[config.mk]
export PLATFORM = sky130hd
export DESIGN_NAME = control_sequencer
export DESIGN_NICKNAME = d
export VERILOG_FILES = /design/src/rtl/cpu_ctrl_pkg.sv /design/src/rtl/seq_decode.sv /design/src/rtl/control_sequencer.sv
export SDC_FILE = /design/constraint.sdc
export NUM_CORES = 1
export LEC_CHECK = 0
export BUFFER_PORTS_ARGS = -buffer_cell sky130_fd_sc_hd__buf_2
export CAP_MARGIN = 20
export CORE_UTILIZATION = 50
export DETAILED_ROUTE_END_ITERATION = 7
export HOLD_SLACK_MARGIN = 0.02
export PLACE_DENSITY = 0.83
export SYNTH_ARGS = -nofsm -noshare
export SYNTH_HDL_FRONTEND = slang
export SYNTH_HIERARCHICAL = 1
export SYNTH_SLANG_ARGS = --single-unit
[constraint.sdc]
create_clock -name clock -period 5.8 [get_ports clock]
set_input_delay 1.16 -clock clock [delete_from_list [all_inputs] [get_ports clock]]
set_output_delay 1.16 -clock clock [all_outputs]
set_load 0.03 [all_outputs]
[src/rtl/cpu_ctrl_pkg.sv]
`default_nettype none
// +----------------------------------------------------------------------------+
// | cpu_ctrl_pkg : opcodes, T-state encodings, ALU codes and strobe bundle     |
// | Revision     : 1.0                                                         |
// +----------------------------------------------------------------------------+
package cpu_ctrl_pkg;

    localparam int CTRL_OPW     = 5;
    localparam int CTRL_STATE_W = 4;

    localparam logic [CTRL_OPW-1:0] OP_LD   = 5'b00000;
    localparam logic [CTRL_OPW-1:0] OP_LDI  = 5'b00001;
    localparam logic [CTRL_OPW-1:0] OP_ST   = 5'b00010;
    localparam logic [CTRL_OPW-1:0] OP_ADD  = 5'b00011;
    localparam logic [CTRL_OPW-1:0] OP_SUB  = 5'b00100;
    localparam logic [CTRL_OPW-1:0] OP_AND  = 5'b00101;
    localparam logic [CTRL_OPW-1:0] OP_OR   = 5'b00110;
    localparam logic [CTRL_OPW-1:0] OP_ADDI = 5'b01100;
    localparam logic [CTRL_OPW-1:0] OP_ANDI = 5'b01101;
    localparam logic [CTRL_OPW-1:0] OP_ORI  = 5'b01110;
    localparam logic [CTRL_OPW-1:0] OP_NOP  = 5'b11010;
    localparam logic [CTRL_OPW-1:0] OP_HALT = 5'b11011;

    localparam logic [CTRL_OPW-1:0] ALU_NONE = 5'b00000;
    localparam logic [CTRL_OPW-1:0] ALU_ADD  = 5'b00011;
    localparam logic [CTRL_OPW-1:0] ALU_AND  = 5'b00101;
    localparam logic [CTRL_OPW-1:0] ALU_OR   = 5'b00110;

    typedef enum logic [CTRL_STATE_W-1:0] {
        ST_RESET  = 4'd0,
        ST_T0     = 4'd1,
        ST_T1     = 4'd2,
        ST_T2     = 4'd3,
        ST_T3     = 4'd4,
        ST_T4     = 4'd5,
        ST_T5     = 4'd6,
        ST_T6     = 4'd7,
        ST_T7     = 4'd8,
        ST_HALTED = 4'd9
    } state_t;

    typedef enum logic [2:0] {
        CLS_LD, CLS_LDI, CLS_ST, CLS_ALU, CLS_ALUI, CLS_NOP, CLS_HALT, CLS_ILL
    } op_class_t;

    typedef struct packed {
        logic PCout;
        logic MARin;
        logic IncPC;
        logic Zin;
        logic ZLOout;
        logic PCin;
        logic Read;
        logic Write;
        logic MDRin;
        logic MDRout;
        logic IRin;
        logic Gra;
        logic Grb;
        logic Grc;
        logic Rin;
        logic Rout;
        logic BAout;
        logic Yin;
        logic Cout;
    } strobes_t;

    function automatic op_class_t op_class(input logic [CTRL_OPW-1:0] op);
        case (op)
            OP_LD:                          return CLS_LD;
            OP_LDI:                         return CLS_LDI;
            OP_ST:                          return CLS_ST;
            OP_ADD, OP_SUB, OP_AND, OP_OR:  return CLS_ALU;
            OP_ADDI, OP_ANDI, OP_ORI:       return CLS_ALUI;
            OP_NOP:                         return CLS_NOP;
            OP_HALT:                        return CLS_HALT;
            default:                        return CLS_ILL;
        endcase
    endfunction

endpackage
`default_nettype wire

[src/rtl/seq_decode.sv]
`default_nettype none
// +----------------------------------------------------------------------------+
// | seq_decode : combinational T-state x opcode -> datapath strobes and alu_op |
// | Revision   : 1.0                                                           |
// +----------------------------------------------------------------------------+
module seq_decode
    import cpu_ctrl_pkg::*;
#(
    parameter int OPW     = CTRL_OPW,
    parameter int STATE_W = CTRL_STATE_W
) (
    input  logic [STATE_W-1:0] state,
    input  logic               run,
    input  logic [OPW-1:0]     ir_op,
    output strobes_t           strb,
    output logic [OPW-1:0]     alu_op
);

    op_class_t w_cls;
    assign w_cls = op_class(ir_op);

    always_comb begin
        strb   = '0;
        alu_op = ALU_NONE;
        case (state)
            ST_T0: begin
                // Fetch waits in T0 with every strobe low until run is granted.
                if (run) begin
                    strb.PCout = 1'b1; strb.MARin = 1'b1;
                    strb.IncPC = 1'b1; strb.Zin   = 1'b1;
                end
            end
            ST_T1: begin
                strb.ZLOout = 1'b1; strb.PCin  = 1'b1;
                strb.Read   = 1'b1; strb.MDRin = 1'b1;
            end
            ST_T2: begin
                strb.MDRout = 1'b1; strb.IRin = 1'b1;
            end
            ST_T3: begin
                case (w_cls)
                    CLS_LD, CLS_LDI, CLS_ST: begin
                        strb.Grb = 1'b1; strb.BAout = 1'b1; strb.Yin = 1'b1;
                    end
                    CLS_ALU, CLS_ALUI: begin
                        strb.Grb = 1'b1; strb.Rout = 1'b1; strb.Yin = 1'b1;
                    end
                    default: ;
                endcase
            end
            ST_T4: begin
                case (w_cls)
                    CLS_LD, CLS_LDI, CLS_ST: begin
                        strb.Cout = 1'b1; strb.Zin = 1'b1; alu_op = ALU_ADD;
                    end
                    CLS_ALU: begin
                        strb.Grc = 1'b1; strb.Rout = 1'b1; strb.Zin = 1'b1;
                        alu_op = ir_op;
                    end
                    CLS_ALUI: begin
                        strb.Cout = 1'b1; strb.Zin = 1'b1;
                        alu_op = (ir_op == OP_ANDI) ? ALU_AND :
                                 (ir_op == OP_ORI)  ? ALU_OR  : ALU_ADD;
                    end
                    default: ;
                endcase
            end
            ST_T5: begin
                case (w_cls)
                    CLS_LD, CLS_ST: begin
                        strb.ZLOout = 1'b1; strb.MARin = 1'b1;
                    end
                    CLS_LDI, CLS_ALU, CLS_ALUI: begin
                        strb.ZLOout = 1'b1; strb.Gra = 1'b1; strb.Rin = 1'b1;
                    end
                    default: ;
                endcase
            end
            ST_T6: begin
                if (w_cls == CLS_LD) begin
                    strb.Read = 1'b1; strb.MDRin = 1'b1;
                end else if (w_cls == CLS_ST) begin
                    strb.Gra = 1'b1; strb.Rout = 1'b1; strb.MDRin = 1'b1;
                end
            end
            ST_T7: begin
                if (w_cls == CLS_LD) begin
                    strb.MDRout = 1'b1; strb.Gra = 1'b1; strb.Rin = 1'b1;
                end else if (w_cls == CLS_ST) begin
                    strb.Write = 1'b1;
                end
            end
            default: ;
        endcase
    end

endmodule
`default_nettype wire

[src/rtl/control_sequencer.sv]
`default_nettype none
// +----------------------------------------------------------------------------+
// | control_sequencer : hardwired T-state control unit (fetch T0-T2, exec T3+) |
// | Option SEQ_MEM_WAIT_EN : T1/T6(ld)/T7(st) stall until mem_ready           |
// | Revision          : 1.0                                                    |
// +----------------------------------------------------------------------------+
module control_sequencer
    import cpu_ctrl_pkg::*;
#(
    parameter int OPW     = CTRL_OPW,
    parameter int STATE_W = CTRL_STATE_W
) (
    input  logic           clock,
    input  logic           clear,
    input  logic           run,
    input  logic [OPW-1:0] ir_op,
    input  logic           mem_ready,
    output logic           PCout,
    output logic           MARin,
    output logic           IncPC,
    output logic           Zin,
    output logic           ZLOout,
    output logic           PCin,
    output logic           Read,
    output logic           Write,
    output logic           MDRin,
    output logic           MDRout,
    output logic           IRin,
    output logic           Gra,
    output logic           Grb,
    output logic           Grc,
    output logic           Rin,
    output logic           Rout,
    output logic           BAout,
    output logic           Yin,
    output logic           Cout,
    output logic [OPW-1:0] alu_op,
    output logic           halted,
    output logic           illegal_op
);

    state_t    r_state;
    logic      r_illegal_op;
    op_class_t w_cls;
    logic      w_hold;
    strobes_t  w_strb;

    assign w_cls = op_class(ir_op);

`ifdef SEQ_MEM_WAIT_EN
    assign w_hold = !mem_ready && ((r_state == ST_T1) ||
                                   (r_state == ST_T6 && w_cls == CLS_LD) ||
                                   (r_state == ST_T7 && w_cls == CLS_ST));
`else
    logic w_unused_mem_ready;
    assign w_unused_mem_ready = mem_ready;
    assign w_hold             = 1'b0;
`endif

    always_ff @(posedge clock or negedge clear) begin
        if (!clear) begin
            r_state      <= ST_RESET;
            r_illegal_op <= 1'b0;
        end else if (!w_hold) begin
            case (r_state)
                ST_RESET: r_state <= ST_T0;
                ST_T0:    if (run) r_state <= ST_T1;
                ST_T1:    r_state <= ST_T2;
                ST_T2:    r_state <= ST_T3;
                ST_T3: begin
                    case (w_cls)
                        CLS_NOP:  r_state <= ST_T0;
                        CLS_HALT: r_state <= ST_HALTED;
                        CLS_ILL: begin
                            r_state      <= ST_HALTED;
                            r_illegal_op <= 1'b1;
                        end
                        default:  r_state <= ST_T4;
                    endcase
                end
                ST_T4:     r_state <= ST_T5;
                ST_T5:     r_state <= (w_cls == CLS_LD || w_cls == CLS_ST) ? ST_T6 : ST_T0;
                ST_T6:     r_state <= (w_cls == CLS_LD || w_cls == CLS_ST) ? ST_T7 : ST_T0;
                ST_T7:     r_state <= ST_T0;
                ST_HALTED: r_state <= ST_HALTED;
                default:   r_state <= ST_RESET;
            endcase
        end
    end

    seq_decode #(
        .OPW     (OPW),
        .STATE_W (STATE_W)
    ) u_decode (
        .state  (r_state),
        .run    (run),
        .ir_op  (ir_op),
        .strb   (w_strb),
        .alu_op (alu_op)
    );

    assign {PCout, MARin, IncPC, Zin, ZLOout, PCin, Read, Write, MDRin, MDRout,
            IRin, Gra, Grb, Grc, Rin, Rout, BAout, Yin, Cout} = w_strb;

    assign halted     = (r_state == ST_HALTED);
    assign illegal_op = r_illegal_op;

endmodule
`default_nettype wire

==> impl_metrics.toml, run 1 <==
[logic_synthesis]
ys_seq_elements = 5
ys_types = 48
synth_cells = 110
mappedNetlistArea_sq_um = 810.8
synth_edf_count = 0
async_flop_share_pct = 100.0
postSynthAreaPerCell_sq_um = 7.371
ys.flop_type = "dfrtp_1"
seq_area_frac_synth_pct = 15.43
yosys_warnings = 6

[cts]
cts_sinks = 5
cts-root-buf = "clkbuf_4"
clk_transition_reported_paths_ns = 0.04
postCtsResizedCells = 0
cts_setup_buffers = 0
cts_tree = "done"
cts_max_level = 1
cts_hold_buf = 0
cts_buffer_depth = 2
insertion_delay_ns = 0.24
cts_buffers = 3

[detailed_routing]
routedWlPerCell_um = 12.36
ant_nets = 0
num_vias = 905
dr.pass1.iters = 4
vias_per_cell = 6.033
drt_iter0_drc = 35
post-route-drc-count = 0
drt-total-wl_mm = 1.854

[timing]
fin_ws_ns = 1.883
report.final.setup_viol = 0
slew_violations = 0
fin_tns_setup_ns = 0
slew_headroom_pct = 63.99
tightest_slew_ns = 0.5402
fmax_ghz = 0.2553
fin_crit_ns = 3.917
rsz0062_at_grt = "no"
final-hold-violation-count = 0
post-route-period-util_pct = 67.53
clock_skew_ns = 0.003698

[global_routing]
grt_max_degree = 20
grt_pass1_vias = 766
antenna_found_initial = 0
gr-total-overflow = 0
grt_pass1_wl_mm = 3.201
track_usage_pct = 22.43

[floorplanning]
coreArea_sq_um = 1506
die_width_um = 42.27
fp.dieH_um = 42.27
io_pins = 35
rows = 14
start_util_pct = 53.82
die-area_sq_um = 1787

[run]
drv_cap = 0

[finish]
syn2layout_area_growth_pct = 14.97
final_core_util_pct = 61.88
final_common_cell = "buf_2"
drive_gt1_share_pct = 31.34
nFillCells = 149
nNetsFinal = 144
n_antenna_cell = 0
final_cell_mix = "buf_2, inv_1, nor2_1, nand2b_1"

[setup_path]
critPathMaxFanout = 14
cp-end-kind = "output pin"
crit_required_ns = 4.64
startpoint_type = "input port"
critPathKind = "input port to output pin"
arrival_ns = 2.76

[placed_design]
hpwl_mm = 1.378
finalWeightedCongestion = 0.8618
dp_slack_ns = 1.894
port_buffers = 31

[worst_hold_path]
hp-class = "register to register"

[pwr]
irDropWorstVdd_mv = 0.2942
p_per_area_nw_per_um2 = 378.2
leakagePower_uw = 0.0004320

[outcome]
status = "completed"
[critical path, stage by stage]
cell and delay, ns:
buf_2 0.18, and2_1 0.27, a2111o_1 0.48, or3_4 0.39, o21ai_2 0.06, buf_2 0.20
[flip-flops by register name, summed over array words and instances (netlist names)]
signal and count:
r_state 4, illegal_op 1
[cells in the mapped netlist, types with 4 or more instances]
library cell,count,area (sq um)
nor4_1,4,25.02
nand2_1,6,22.52
nand2b_1,7,43.79
buf_4,4,30.03
nor3_1,6,30.03
a21oi_1,5,25.02
inv_1,7,26.28
clkbuf_1,4,15.01
dfrtp_1,5,125.1
nor2_1,7,26.28
o21ai_0,4,20.02
[final cells by class]
type	instances	area [sq um]	share of cell area, %
Clock buffer	4	26.28	2.819
Multi-Input combinational cell	86	575.6	61.74
Timing Repair Buffer	31	155.1	16.64
Sequential cell	5	125.1	13.42
Tap cell	16	20.02	2.148
Inverter	8	30.03	3.221
[path summary, 6_finish.rpt]
check	from	endpoint	slack [ns]	cells after the start
worst min register to register	illegal_op$_DFFE_PN0P_	illegal_op$_DFFE_PN0P_	0.48	1
worst max register to register	r_state[1]$_DFFE_PN0P_	r_state[2]$_DFFE_PN0P_	4.39	3
min in group asynchronous	clear	r_state[1]$_DFFE_PN0P_	0.72	1
worst min-delay path	illegal_op$_DFFE_PN0P_	illegal_op$_DFFE_PN0P_	0.48	1
max in group asynchronous	clear	r_state[3]$_DFFE_PN0P_	4.95	1
worst max-delay path	ir_op[1]	Gra	1.88	6
[power breakdown]
group          leakage [uW]  switching (uW)  internal [uW]
combinational      0.000357             141           76.3
clock             0.0000150            13.5           26.0
sequential        0.0000600            46.3           49.5
[routing by layer]
layer / GRT usage, % / vias to the layer above / routed length, um
met1: 30.38 / 412 / 847
met4: 6.875 / 0 / 15
met3: 5.603 / 2 / 126
met2: 35.08 / 40 / 864
li1: - / 451 / -
met5: 0 / - / 0
[per-stage QoR]
step | cell area [sq um] | cells | total power [uW] | hold WS [ns]
floorplan | 814.5 | 111 | 264.3 | 0.5652
global route | 932.1 | 150 | 381.5 | 0.4976
global placement | 905.9 | 146 | 306.0 | 0.4603
CTS | 932.1 | 150 | 351.8 | 0.4871
detailed placement | 905.9 | 146 | 311.4 | 0.4763
finish | 932.1 | 150 | 352.6 | 0.4801
[cell families after synthesis]
family / Yosys count / synth area share (%)
other cells: 1 / 0.4625
compound gates: 32 / 27.93
xor+xnor: 1 / 1.080
mux: 2 / 2.623
buf+inv: 20 / 14.04
simple gates: 49 / 38.43
flops: 5 / 15.43
Note: power is estimated with default switching activity, not from simulation.
==> inputs of run 2 (changes only) <==
--- a/config.mk
+++ b/config.mk
@@ -5,12 +5,13 @@
 export SDC_FILE = /design/constraint.sdc
 export NUM_CORES = 1
 export LEC_CHECK = 0
+export ABC_AREA = 1
 export BUFFER_PORTS_ARGS = -buffer_cell sky130_fd_sc_hd__buf_2
 export CAP_MARGIN = 20
-export CORE_UTILIZATION = 50
+export CORE_UTILIZATION = 44
 export DETAILED_ROUTE_END_ITERATION = 7
 export HOLD_SLACK_MARGIN = 0.02
-export PLACE_DENSITY = 0.83
+export PLACE_DENSITY = 0.76
 export SYNTH_ARGS = -nofsm -noshare
 export SYNTH_HDL_FRONTEND = slang
 export SYNTH_HIERARCHICAL = 1
==> constraint.sdc (replaced) <==
create_clock -name clock -period 3.1 [get_ports clock]
set_input_delay 0.62 -clock clock [delete_from_list [all_inputs] [get_ports clock]]
set_output_delay 0.62 -clock clock [all_outputs]
set_load 0.03 [all_outputs]
==> impl_metrics.toml, run 2 <==
[outcome]
status = "completed"

[detailed_routing]
post-route-drc-count = 0
dr.pass1.iters = 4
vias_per_cell = 4.887
drt_iter0_drc = 31
routedWlPerCell_um = 9.747
drt-total-wl_mm = 2.154
num_vias = 1080
ant_nets = 0

[logic_synthesis]
ys_top_cells_by_area = "nand2_1, dfrtp_1, inv_1"
postSynthAreaPerCell_sq_um = 5.527
mappedNetlistArea_sq_um = 900.9
synth_cells = 163
seq_area_frac_synth_pct = 13.89
ys.flop_type = "dfrtp_1"
async_flop_share_pct = 100.0
synth_edf_count = 0
yosys_warnings = 6
ys_types = 26
yosysMostFrequentCell = "nand2_1"
synth_top_cell_by_area = "nand2_1"
yosys.area.top_type_share_pct = 16.25
synth_commonest_cells = "nand2_1, inv_1, nor2_1, nand3_1, nor3_1"
ys_seq_elements = 5

[placed_design]
finalWeightedCongestion = 0.8892
dp_slack_ns = 0.6646
hpwl_mm = 1.787
port_buffers = 31

[run]
drv_cap = 0

[setup_path]
crit_slowest_cell = "dfrtp_1"
cp-end-kind = "output pin"
reg2reg_from = "r_state[3]$_DFFE_PN0P_"
arrival_ns = 2.02
worst-r2r-cell-count = 5
cpMostUsedCell = "nor2_1"
r2r-end = "illegal_op$_DFFE_PN0P_"
crit_family = "simple AND/OR/NAND/NOR gates"
cpPeakStageDelay_ns = 0.62
ff2ff_setup_slack_ns = 1.90
cp_cell_sequence = "inv_1 > nor2_1 > nand2_1 > nor2_1 > nand2_2 > o22ai_1 > buf_2"
crit_buf_inv = 2
critPathKind = "register to output pin"
critPathMaxFanout = 12
crit_required_ns = 2.48
startpoint_type = "register"

[cts]
cts_setup_buffers = 0
cts_tree = "done"
cts_buffer_depth = 2
cts_buffers = 3
cts-root-buf = "clkbuf_4"
clk_transition_reported_paths_ns = 0.04
cts_max_level = 1
cts_hold_buf = 0
cts_sinks = 5
insertion_delay_ns = 0.24
postCtsResizedCells = 0

[pwr]
seq_power_share_pct = 22.1
power_frac_comb_pct = 67.7
swShare_pct = 60.35
clockPowerShare_pct = 10.2
power_switching_uw = 428.8
intPower_uw = 281.7
irDropWorstVdd_mv = 0.5093
leakagePower_uw = 0.0006930
p_per_area_nw_per_um2 = 656.4

[global_routing]
gr-total-overflow = 0
grt_pass1_vias = 858
antenna_found_initial = 0
grt_pass1_wl_mm = 3.353
grt_max_degree = 13
track_usage_pct = 20.54

[finish]
largest_reg_flops = 4
nNetsFinal = 204
n_antenna_cell = 0
final_cell_mix = "nand2_1, buf_2, inv_1"
syn2layout_area_growth_pct = 20.14
top_register = "r_state"
final_common_cell = "nand2_1"
drive_gt1_share_pct = 28.35

[floorplanning]
start_util_pct = 46.39
die_width_um = 47.25
coreArea_sq_um = 1942
die-area_sq_um = 2233
fp.dieH_um = 47.25
io_pins = 35
rows = 16

[timing]
fin_tns_setup_ns = 0
rsz0062_at_grt = "no"
post-route-period-util_pct = 85.11
fin_crit_ns = 2.638
fin_ws_ns = 0.4617
clock_skew_ns = 0.0004292
report.final.setup_viol = 0
final-hold-violation-count = 0
fmax_ghz = 0.3790
slew_violations = 0

[worst_hold_path]
hp-class = "input port to asynchronous set/reset pin"
run 2: cell types whose count changed after synthesis, moves of 3 or more:
cell and change:
nand2_1 +33, nand2b_1 -7, nand3_1 +14, nand4_1 +5
clkbuf_1 -4, nor4_1 -4, inv_1 +21, nand2_2 +6
buf_6 -3, a211oi_1 -3, nand2_4 +3, nor2_1 +12
run 2: logic make-up after synthesis:
kind of cell,count (synthesis),share of synthesized area [%]
other cells,1,0.4163
simple gates,103,56.67
flops,5,13.89
buf+inv,37,17.50
compound gates,17,11.53
run 2: power by group through the flow:
stage	registers (uW)	clock network [uW]	logic [uW]
after global placement	155	0	467
after CTS	154	77.0	480
after floorplan	142	0	389
final	157	72.3	481
after detailed placement	154	0	479
after global routing	161	77.8	537
run 2: area by class of cell:
cell class	count	area (sq um)
inverter	32	120.1
multi-input combinational	122	621.8
fill	208	859.6
timing repair buffer	31	155.1
tap	27	33.78
sequential	5	125.1
clock buffer	4	26.28
run 2: worst max-delay path by stage:
| stage | start | end | slack [ns] | cells past startpoint |
|---|---|---|---|---|
| 2_1_floorplan | r_state[3]$_DFFE_PN0P_ | Read | 0.34 | 7 |
| 3_3_place_gp | ir_op[3] | Cout | 0.71 | 10 |
| 5_1_grt | r_state[0]$_DFFE_PN0P_ | alu_op[2] | 0.32 | 7 |
| 6_report | r_state[0]$_DFFE_PN0P_ | alu_op[2] | 0.46 | 7 |
| 4_1_cts | r_state[0]$_DFFE_PN0P_ | alu_op[2] | 0.48 | 7 |
| 3_5_place_dp | ir_op[2] | alu_op[2] | 0.66 | 11 |
run 2: metal layers:
metal | global-route usage [%] | up-vias | wire length, um
met3 | 0.3846 | 0 | 57
met2 | 37.26 | 24 | 1118
met5 | 0 | - | 0
met4 | 7.429 | 0 | 0
li1 | - | 576 | -
met1 | 25.75 | 480 | 978
run 2: through the flow:
stage,hold slack (ns),util (%),cells,area [sq um],total power [uW]
floorplan,0.3244,-,164,904.6,531.2
global placement,0.4330,54.38,217,1056,622.8
detailed placement,0.4329,54.38,217,1056,633.3
CTS,0.1747,55.73,221,1082,710.5
global route,0.1892,55.73,221,1082,776.3
finish,0.1839,55.73,221,1082,710.4
==> inputs of run 3 (changes only) <==
--- a/config.mk
+++ b/config.mk
@@ -12,6 +12,7 @@
 export DETAILED_ROUTE_END_ITERATION = 7
 export HOLD_SLACK_MARGIN = 0.02
 export PLACE_DENSITY = 0.76
+export RECOVER_POWER = 50
 export SYNTH_ARGS = -nofsm -noshare
 export SYNTH_HDL_FRONTEND = slang
 export SYNTH_HIERARCHICAL = 1
==> impl_metrics.toml, run 3 (synthesized netlist as in run 2, its figures left out) <==
[setup_path]
crit_slowest_cell = "dfrtp_1"
critPathKind = "register to output pin"
cp_cell_sequence = "inv_1 > nor2_1 > nand2_1 > nor2_1 > nand2_2 > o22ai_1 > buf_2"
reg2reg_from = "r_state[3]$_DFFE_PN0P_"
cpPeakStageDelay_ns = 0.61
cpMostUsedCell = "nor2_1"
arrival_ns = 2.01
worst-r2r-cell-count = 5
ff2ff_setup_slack_ns = 1.90
critPathMaxFanout = 12
r2r-end = "r_state[1]$_DFFE_PN0P_"
cp-end-kind = "output pin"
startpoint_type = "register"
crit_required_ns = 2.48

[finish]
stdcell_area_sq_um = 1069
final_cell_mix = "nand2_1, inv_1, buf_2"
largest_reg_flops = 4
nFillCells = 212
drive_gt1_share_pct = 23.20
final_common_cell = "nand2_1"
n_antenna_cell = 0
multi_input_area_sq_um = 619.3
regArea_sq_um = 125.1
top_register = "r_state"
nNetsFinal = 204
syn2layout_area_growth_pct = 18.61

[floorplanning]
io_pins = 35
rows = 16
coreArea_sq_um = 1942
fp.dieH_um = 47.25
die_width_um = 47.25
die-area_sq_um = 2233
start_util_pct = 46.39

[cts]
cts-root-buf = "clkbuf_4"
postCtsResizedCells = 0
cts_buffers = 3
cts_max_level = 1
cts_setup_buffers = 0
insertion_delay_ns = 0.24
cts_tree = "done"
clk_transition_reported_paths_ns = 0.04
cts_sinks = 5
cts_hold_buf = 0
cts_buffer_depth = 2

[placed_design]
finalWeightedCongestion = 0.8892
port_buffers = 31
place_area_sq_um = 1056
hpwl_mm = 1.787

[detailed_routing]
drt_iter0_drc = 36
num_vias = 1083
post-route-drc-count = 0
routedWlPerCell_um = 9.670
ant_nets = 0
vias_per_cell = 4.900
dr.pass1.iters = 4
drt-total-wl_mm = 2.137

[global_routing]
busiest_layer = "met2"
gr-total-overflow = 0
grt_use_met1_pct = 25.75
antenna_found_initial = 0
grt_pass1_wl_mm = 3.353
grtUsageMet2_pct = 37.26
use_met3_pct = 0.3846
grt_max_degree = 13
track_usage_pct = 20.54
grt_pass1_vias = 858

[timing]
fin_tns_setup_ns = 0
holdWs_ns = 0.2144
report.final.setup_viol = 0
rsz0062_at_grt = "no"
post-route-period-util_pct = 84.76
fin_crit_ns = 2.628
clock_skew_ns = 0.0002509
slew_violations = 0
fmax_ghz = 0.3806
final-hold-violation-count = 0

[pwr]
swShare_pct = 60.83
power_frac_comb_pct = 67.4
leakagePower_uw = 0.0006604
intPower_uw = 274.4
irDropWorstVdd_mv = 0.5070
power_switching_uw = 426.2
p_per_area_nw_per_um2 = 655.7
seq_power_share_pct = 22.3
clockPowerShare_pct = 10.3

[worst_hold_path]
hp-class = "input port to asynchronous set/reset pin"

[outcome]
status = "completed"

[run]
drv_cap = 0
==> run 3: worst max path at each step <==
stage | slack (ns) | start | cells after the start | endpoint
after global routing | 0.32 | r_state[0]$_DFFE_PN0P_ | 7 | alu_op[2]
after CTS | 0.48 | r_state[0]$_DFFE_PN0P_ | 7 | alu_op[2]
after floorplan | 0.34 | r_state[3]$_DFFE_PN0P_ | 7 | Read
final | 0.47 | r_state[0]$_DFFE_PN0P_ | 7 | alu_op[2]
after detailed placement | 0.66 | ir_op[2] | 11 | alu_op[2]
after global placement | 0.71 | ir_op[3] | 10 | Cout
==> run 3: layout make-up <==
| type | count | area share [%] |
|---|---|---|
| Timing Repair Buffer | 31 | 13.47 |
| Inverter | 32 | 11.24 |
| Sequential cell | 5 | 11.71 |
| Clock buffer | 4 | 2.459 |
| Tap cell | 27 | 3.162 |
| Multi-Input combinational cell | 122 | 57.96 |
==> run 3: through the flow <==
stage	power (uW)	utilization [%]	instances	worst slack (ns)
2_1_floorplan	531.2	-	164	0.3372
3_3_place_gp	622.8	54.38	217	0.7085
3_5_place_dp	633.3	54.38	217	0.6646
4_1_cts	710.5	55.73	221	0.4817
5_1_grt	768.9	55.03	221	0.3220
6_report	700.6	55.03	221	0.4725
==> run 3: power groups by stage <==
stage / sequential, uW / combinational (uW) / clock, uW
detailed placement: 154 / 479 / 0
floorplan: 142 / 389 / 0
finish: 156 / 472 / 72.3
global route: 162 / 530 / 77.8
CTS: 154 / 480 / 77.0
global placement: 155 / 467 / 0
==> run 3: worst max-delay path: cells and delay by family (launching register included) <==
family | cells | cell delay (ns)
AO/OA/AOI/OAI | 1 | 0.12
buffers and inverters | 2 | 0.37
flip-flops | 1 | 0.61
AND/OR/NAND/NOR | 4 | 0.66
==> run 3: metal layers <==
metal	wire length, um	up-vias
met5	0	-
met4	0	0
met3	58	0
met2	1117	23
met1	960	482
li1	-	578
